`config.mk`:
```
export PLATFORM = sky130hd
export DESIGN_NAME = mem_port_arbiter
export DESIGN_NICKNAME = d
export VERILOG_FILES = /design/src/rtl/mem_arb_pkg.sv /design/src/rtl/mem_port_arbiter.sv
export SDC_FILE = /design/constraint.sdc
export NUM_CORES = 1
export LEC_CHECK = 0
export BUFFER_PORTS_ARGS = -buffer_cell sky130_fd_sc_hd__buf_2
export CORE_MARGIN = 2
export CORE_UTILIZATION = 43
export DETAILED_ROUTE_END_ITERATION = 10
export HOLD_SLACK_MARGIN = 0.02
export MAX_ROUTING_LAYER = met4
export PLACE_DENSITY = 0.77
export SKIP_CTS_REPAIR_TIMING = 1
export SLEW_MARGIN = 0
export SYNTH_ARGS = -nofsm -noshare
export SYNTH_HDL_FRONTEND = slang
export SYNTH_SLANG_ARGS = --single-unit
```
`constraint.sdc`:
```
create_clock -name clk -period 2.8 [get_ports clk]
set_clock_uncertainty 0.15 [all_clocks]
set_input_delay 0.28 -clock clk [delete_from_list [all_inputs] [get_ports clk]]
set_output_delay 0.28 -clock clk [all_outputs]
set_load 0.01 [all_outputs]
```
`src/rtl/mem_arb_pkg.sv`:
```
// mem_arb_pkg: state encoding and defaults shared by the data-memory port arbiter.
package mem_arb_pkg;
    localparam int STARVE_MAX_DEF = 4;
    typedef logic [1:0] state_t;
    localparam state_t IDLE    = 2'd0;
    localparam state_t CPU_ACC = 2'd1;
    localparam state_t PER_ACC = 2'd2;
endpackage

```
`src/rtl/mem_port_arbiter.sv`:
```
// mem_port_arbiter: shares one data-memory port between the CPU MEM stage and a peripheral master,
// with a bounded number of CPU grants while the peripheral waits.
module mem_port_arbiter
    import mem_arb_pkg::*;
#(
    parameter int STARVE_MAX = STARVE_MAX_DEF
) (
    input  logic        clk,
    input  logic        reset,
    input  logic        cpu_rd,
    input  logic        cpu_wr,
    input  logic [31:0] cpu_addr,
    input  logic [31:0] cpu_wdata,
    output logic [31:0] cpu_rdata,
    output logic        pipe_stall,
    input  logic        per_req,
    input  logic        per_we,
    input  logic [31:0] per_addr,
    input  logic [31:0] per_wdata,
    output logic [31:0] per_rdata,
    output logic        per_done,
    output logic        mem_en,
    output logic        mem_we,
    output logic [31:0] mem_addr,
    output logic [31:0] mem_wdata,
    input  logic [31:0] mem_rdata,
    input  logic        mem_ready
);
    localparam int CW = $clog2(STARVE_MAX + 1);

    state_t        state_q, state_d;
    logic [CW-1:0] starve_q, starve_d;
    logic          mem_we_q, mem_we_d;
    logic [31:0]   addr_q, addr_d, wdata_q, wdata_d;
    logic [31:0]   cpu_rdata_q, cpu_rdata_d, per_rdata_q, per_rdata_d;
    logic          cpu_req, idle, cpu_acc, per_acc, busy, starved, cpu_go, per_go;

    assign cpu_req = cpu_rd | cpu_wr;
    assign idle    = state_q == IDLE;
    assign cpu_acc = state_q == CPU_ACC;
    assign per_acc = state_q == PER_ACC;
    assign busy    = cpu_acc | per_acc;
    assign starved = per_req && (starve_q == CW'(STARVE_MAX));
    assign cpu_go  = idle && cpu_req && !starved;
    assign per_go  = idle && !cpu_go && per_req;

    always_comb begin
        state_d     = idle ? (cpu_go ? CPU_ACC : per_go ? PER_ACC : IDLE) :
                      (busy && !mem_ready) ? state_q : IDLE;
        starve_d    = per_go ? '0 :
                      (cpu_go && per_req && starve_q != CW'(STARVE_MAX)) ? starve_q + 1'b1 : starve_q;
        // a simultaneous load and store is treated as a store
        mem_we_d    = cpu_go ? cpu_wr : per_go ? per_we : mem_we_q;
        addr_d      = cpu_go ? cpu_addr : per_go ? per_addr : addr_q;
        wdata_d     = cpu_go ? cpu_wdata : per_go ? per_wdata : wdata_q;
        cpu_rdata_d = (cpu_acc && mem_ready && !mem_we_q) ? mem_rdata : cpu_rdata_q;
        per_rdata_d = (per_acc && mem_ready && !mem_we_q) ? mem_rdata : per_rdata_q;
    end

    always_ff @(posedge clk) begin
        if (!reset) begin
            state_q     <= IDLE;
            starve_q    <= '0;
            mem_we_q    <= 1'b0;
            addr_q      <= '0;
            wdata_q     <= '0;
            cpu_rdata_q <= '0;
            per_rdata_q <= '0;
        end else begin
            state_q     <= state_d;
            starve_q    <= starve_d;
            mem_we_q    <= mem_we_d;
            addr_q      <= addr_d;
            wdata_q     <= wdata_d;
            cpu_rdata_q <= cpu_rdata_d;
            per_rdata_q <= per_rdata_d;
        end
    end

    assign mem_en     = busy;
    assign mem_we     = mem_we_q;
    assign mem_addr   = addr_q;
    assign mem_wdata  = wdata_q;
    assign cpu_rdata  = cpu_acc ? mem_rdata : cpu_rdata_q;
    assign per_rdata  = per_acc ? mem_rdata : per_rdata_q;
    assign pipe_stall = cpu_req && !(cpu_acc && mem_ready);
    // an access cut short by reset never reports completion
    assign per_done   = per_acc && mem_ready && reset;
endmodule

```
==> results of run 1 <==
## synth_stat cells
master      n  area [sq um]
clkinv_1    1         3.750
buf_1       9         33.78
a211oi_2    1         12.51
buf_6       2         22.52
nand3_1     3         15.01
clkbuf_1   69         259.0
o31a_1      1         8.760
or3_1       1         6.260
a31oi_1     2         12.51
nor2_1      1         3.750
nand3b_1    2         15.01
or4b_4      1         13.76
o31ai_1     3         22.52
ha_1        5         62.56
and3_1      2         12.51
or2_2       1         6.260
and3b_1     2         17.52
mux2_2     64         720.7
a41oi_1    64         560.5
a21oi_1   133         665.6
nor3b_1     1         7.510
a211oi_1    1         7.510
o21ai_0   131         655.6
inv_1       4         15.01
buf_2       7         35.03
nand2_1   132         495.5
or4_1       1         7.510
o211ai_1    1         7.510
dfxtp_1   134          2683
## power by group
| group | switching [W] | internal, W | leakage, nW |
|---|---|---|---|
| combinational | 0.000595 | 0.000504 | 2.73 |
| clock | 0.000813 | 0.00145 | 0.292 |
| sequential | 0.0000684 | 0.00205 | 1.10 |
## stage by stage
stage | setup slack [ns] | util | std cells
floorplan | 0.8852 | - | 779
global route | 0.3284 | 0.6550 | 1320
global placement | 0.7705 | 0.5506 | 1195
CTS | 0.3996 | 0.5915 | 1227
detailed placement | 0.6745 | 0.5506 | 1195
finish | 0.4347 | 0.6550 | 1320
## flip-flops by register name, summed over array words and instances (netlist names)
| name | cells |
|---|---|
| mem_addr | 32 |
| mem_we | 1 |
| state_q | 2 |
| starve_q | 3 |
| mem_wdata | 32 |
| cpu_rdata_q | 32 |
| per_rdata_q | 32 |
## layer usage
layer | GRT usage | up-vias
met3 | 0.05183 | 53
met5 | - | -
met1 | 0.3337 | 3429
met4 | 0.1138 | 0
met2 | 0.4114 | 417
li1 | - | 3522
## kinds of logic (layout without fill, tap and decap cells)
group,count (synthesis),in the layout,share of synthesized area
compound gates,337,337,0.3057
fa+ha+maj,5,5,0.009792
buf+inv,92,448,0.05777
flops,134,134,0.4199
mux,64,64,0.1128
other cells,0,1,0
simple gates,147,147,0.09401
## final timing paths
kind | cells after the start | endpoint | start | slack [ns]
worst max-delay path | 5 | cpu_rdata[28] | state_q[1] | 0.43
worst min-delay path | 3 | mem_wdata[11] | per_wdata[11] | -0.02
worst max register to register | 6 | starve_q[1] | state_q[0] | 0.66
worst min register to register | 2 | cpu_rdata_q[14] | cpu_rdata_q[14] | 0.30
## worst max-delay path, cell delays in order, from the launching register on
cell and delay [ns]:
dfxtp_1 0.32, inv_1 0.07, ha_1 0.13, buf_4 0.42, mux2_2 0.41, buf_2 0.15
## area by class of cell
cell class | count | area, sq um
Antenna cell | 1 | 2.502
Clock buffer | 24 | 471.7
Clock inverter | 8 | 122.6
Fill cell | 1199 | 5014
Inverter | 5 | 18.77
Multi-Input combinational cell | 553 | 3372
Sequential cell | 134 | 2683
Tap cell | 184 | 230.2
Timing Repair Buffer | 411 | 2620
==> results.cfg, run 1 <==
[drt]
ant_nets = 0
wl_met3_um = 1865
first_iter_violations = 660
wl_met1_um = 9224
top_layer_used = met4
routed_wl_um = 22720
num_vias = 7421
avgRoutedWirePerCell_um = 17.21
route.detailed.drc = 0
viasPerCell = 5.622
met2_wirelength_um = 10990
drt_first_pass_iters = 7

[logic_synthesis]
synth_cells = 779
avgSynthCellArea_sq_um = 8.201
syn_nets = 951
yosysSeqAreaShare = 0.4199
yosysWarningCount = 0
synth_cell_types = 29
syn_area_sq_um = 6389
yosys_register_bits = 134

[placement]
place_area_sq_um = 8003
gp_congestion = 0.8474
port_buffers = 298
dp_hpwl_um = 13800

[finish]
post-route-cell-area_sq_um = 9520
drive_gt1_frac = 0.3692
final_cell_mix = 298 x buf_2, 134 x dfxtp_1, 133 x a21oi_1
fin_nets = 1294
mostFrequentLayoutCell = buf_2
syn2layout_area_growth_pct = 49.02

[sta]
hold_ws_ns = -0.02141
hold_violations = 4
period_minus_slack_ns = 2.365
tns_ns = 0
tightest_slew_ns = 0.7559
period_share = 0.8447
maxSlewViolCount = 0
finalSetupViolCount = 0
rsz0062_at_grt = false
relSlewSlack = 0.4941
clock.fmax_mhz = 422.8

[clock_network]
path_clk_slew_ns = 0.06
cts-root-buf = clkbuf_16
ctsHtreeMaxLevel = 4
cts.sink_count = 134
cts_tree = yes
cts_made_buffers = 17
clockBufferDepth = 2
worstSkewPairLatency_ns = 0.42

[floorplan]
io-pin-count = 299
start_util = 0.4396
dieArea_sq_um = 15850
dieWidth_um = 125.9
die_y_um = 125.9
core-area_sq_um = 14530
std_cell_rows = 44

[power_and_ir_drop]
p_leak_nw = 4.123
power.total_w = 0.005472
power_density_nw_per_um2 = 574.7
vdd_drop_max_uv = 359.9

[global_routing]
grt.overflow.total = 0
antenna_found_initial = 1
grt_max_degree = 68
grt_pass1_wl_um = 33140
track_usage = 0.2636
grt_pass1_vias = 6633

[worst_setup_path]
cp_max_fo = 35
cp.required_ns = 2.37
crit_type = flip-flop to primary output
critPathLaunchType = flip-flop
cp-end-kind = primary output
arrival_ns = 1.94

[status]
outcome = finished, violations left
violations = hold timing

[flow_run]
max_cap_viol_count = 0

[worst_hold_path]
hp-class = input port to flip-flop
(Power assumes the default switching activity.)
==> run 2: changes to the inputs <==
==> constraint.sdc (replaced) <==
create_clock -name clk -period 2.4 [get_ports clk]
set_clock_uncertainty 0.15 [all_clocks]
set_input_delay 0.24 -clock clk [delete_from_list [all_inputs] [get_ports clk]]
set_output_delay 0.24 -clock clk [all_outputs]
set_load 0.01 [all_outputs]
==> results.cfg, run 2 (synthesis results as in run 1) <==
[status]
outcome = finished, final reports clean

[sta]
relSlewSlack = 0.5606
maxSlewViolCount = 0
period_minus_slack_ns = 2.223
worst_slack_ns = 0.1769
period_share = 0.9263
rsz0062_at_grt = false
finalSetupViolCount = 0
clock.fmax_mhz = 449.8
tns_ns = 0
hold_violations = 0
tightest_slew_ns = 0.6550

[clock_network]
cts_tree = yes
cts_made_buffers = 17
path_clk_slew_ns = 0.06
cts.sink_count = 134
ctsHtreeMaxLevel = 4
clockBufferDepth = 2
cts-root-buf = clkbuf_16
worstSkewPairLatency_ns = 0.41

[drt]
route.detailed.drc = 0
drt_first_pass_iters = 7
num_vias = 7573
avgRoutedWirePerCell_um = 17.75
first_iter_violations = 568
ant_nets = 0
routed_wl_um = 23620
viasPerCell = 5.690

[global_routing]
track_usage = 0.2674
antenna_found_initial = 1
grt.overflow.total = 0
grt_max_degree = 67
grt_pass1_wl_um = 33580
grt_pass1_vias = 6646

[worst_setup_path]
arrival_ns = 1.83
critPathLaunchType = flip-flop
cp.required_ns = 2.01
cpPeakStageDelay_ns = 0.39
crit_chain = inv_1 > ha_1 > buf_4 > mux2_2 > buf_2
cp-end-kind = primary output
slowest_stage = mux2_2
crit_type = flip-flop to primary output
cp_max_fo = 22

[finish]
mostFrequentLayoutCell = buf_2
drive_gt1_frac = 0.3743
final_cell_mix = 298 x buf_2, 134 x dfxtp_1, 133 x a21oi_1
fin_cells = 1331
fin_nets = 1305
syn2layout_area_growth_pct = 50.41

[flow_run]
max_cap_viol_count = 0

[power_and_ir_drop]
power_density_nw_per_um2 = 651.1
p_int_w = 0.004462
power_frac_seq = 0.395
switching_share = 0.2868
p_comb_frac = 0.210
p_leak_nw = 4.162
vdd_drop_max_uv = 493.2
switching_power_w = 0.001794
power_frac_clock = 0.395

[floorplan]
die_y_um = 125.9
io-pin-count = 299
dieWidth_um = 125.9
std_cell_rows = 44
dieArea_sq_um = 15850
start_util = 0.4396
core-area_sq_um = 14530

[placement]
gp_congestion = 0.8534
port_buffers = 298
dp_hpwl_um = 14240
dp_worst_setup_slack_ns = 0.4627
dpl.cell_count = 1200

[worst_hold_path]
hp-class = input port to flip-flop
run 2: cell count changes in the layout (fill, tap and decap cells not counted):
cell and change:
bufinv_16 -2, dlygate4sd3_1 +6, clkbuf_1 -5, buf_4 +3, buf_12 +2, clkinvlp_4 +4
clkinv_2 +3
run 2: critical path, delay by kind of cell (launching register included):
kind	cells	cell delay, ns
adders and majority gates	1	0.17
buffers and inverters	3	0.52
DFF	1	0.32
muxes	1	0.39
run 2: metrics by stage:
| step | utilization | cell area, sq um | power, W | hold slack (ns) |
|---|---|---|---|---|
| final | 0.6612 | 9609 | 0.006257 | 0.02155 |
| after global routing | 0.6612 | 9609 | 0.006508 | 0.02364 |
| after CTS | 0.5935 | 8626 | 0.006138 | -0.08497 |
| after detailed placement | 0.5549 | 8065 | 0.003667 | 0.2952 |
| after global placement | 0.5549 | 8065 | 0.003656 | 0.2891 |
| after floorplan | - | 6389 | 0.003140 | 0.2260 |
run 2: routing by layer:
| layer | share of wire | up-vias | routed length (um) | global-route usage |
|---|---|---|---|---|
| li1 | - | 3542 | - | - |
| met1 | 0.40 | 3502 | 9395 | 0.3330 |
| met2 | 0.50 | 477 | 11700 | 0.4418 |
| met3 | 0.083 | 52 | 1950 | 0.05268 |
| met4 | 0.024 | 0 | 578 | 0.07822 |
| met5 | 0 | - | 0 | - |
run 2: final timing paths:
| kind | startpoint | end | slack, ns | depth (start not counted) |
|---|---|---|---|---|
| worst max-delay path | state_q[1] | cpu_rdata[13] | 0.18 | 5 |
| worst min-delay path | cpu_wdata[11] | mem_wdata[11] | 0.02 | 3 |
| worst max register to register | state_q[0] | mem_addr[24] | 0.41 | 6 |
| worst min register to register | per_rdata_q[15] | per_rdata_q[15] | 0.30 | 2 |
run 2: final cells by class:
| type | count | area (sq um) |
|---|---|---|
| Timing Repair Buffer | 422 | 2743 |
| Inverter | 5 | 18.77 |
| Sequential cell | 134 | 2683 |
| Clock inverter | 13 | 107.6 |
| Clock buffer | 19 | 452.9 |
| Fill cell | 1192 | 4925 |
| Antenna cell | 1 | 2.502 |
| Tap cell | 184 | 230.2 |
| Multi-Input combinational cell | 553 | 3372 |
run 2: power groups by stage:
| stage | logic [W] | clock network (W) | registers [W] |
|---|---|---|---|
| after floorplan | 0.000577 | 0 | 0.00256 |
| after global routing | 0.00143 | 0.00260 | 0.00248 |
| after global placement | 0.00115 | 0 | 0.00251 |
| after detailed placement | 0.00116 | 0 | 0.00250 |
| final | 0.00132 | 0.00247 | 0.00247 |
| after CTS | 0.00117 | 0.00251 | 0.00246 |
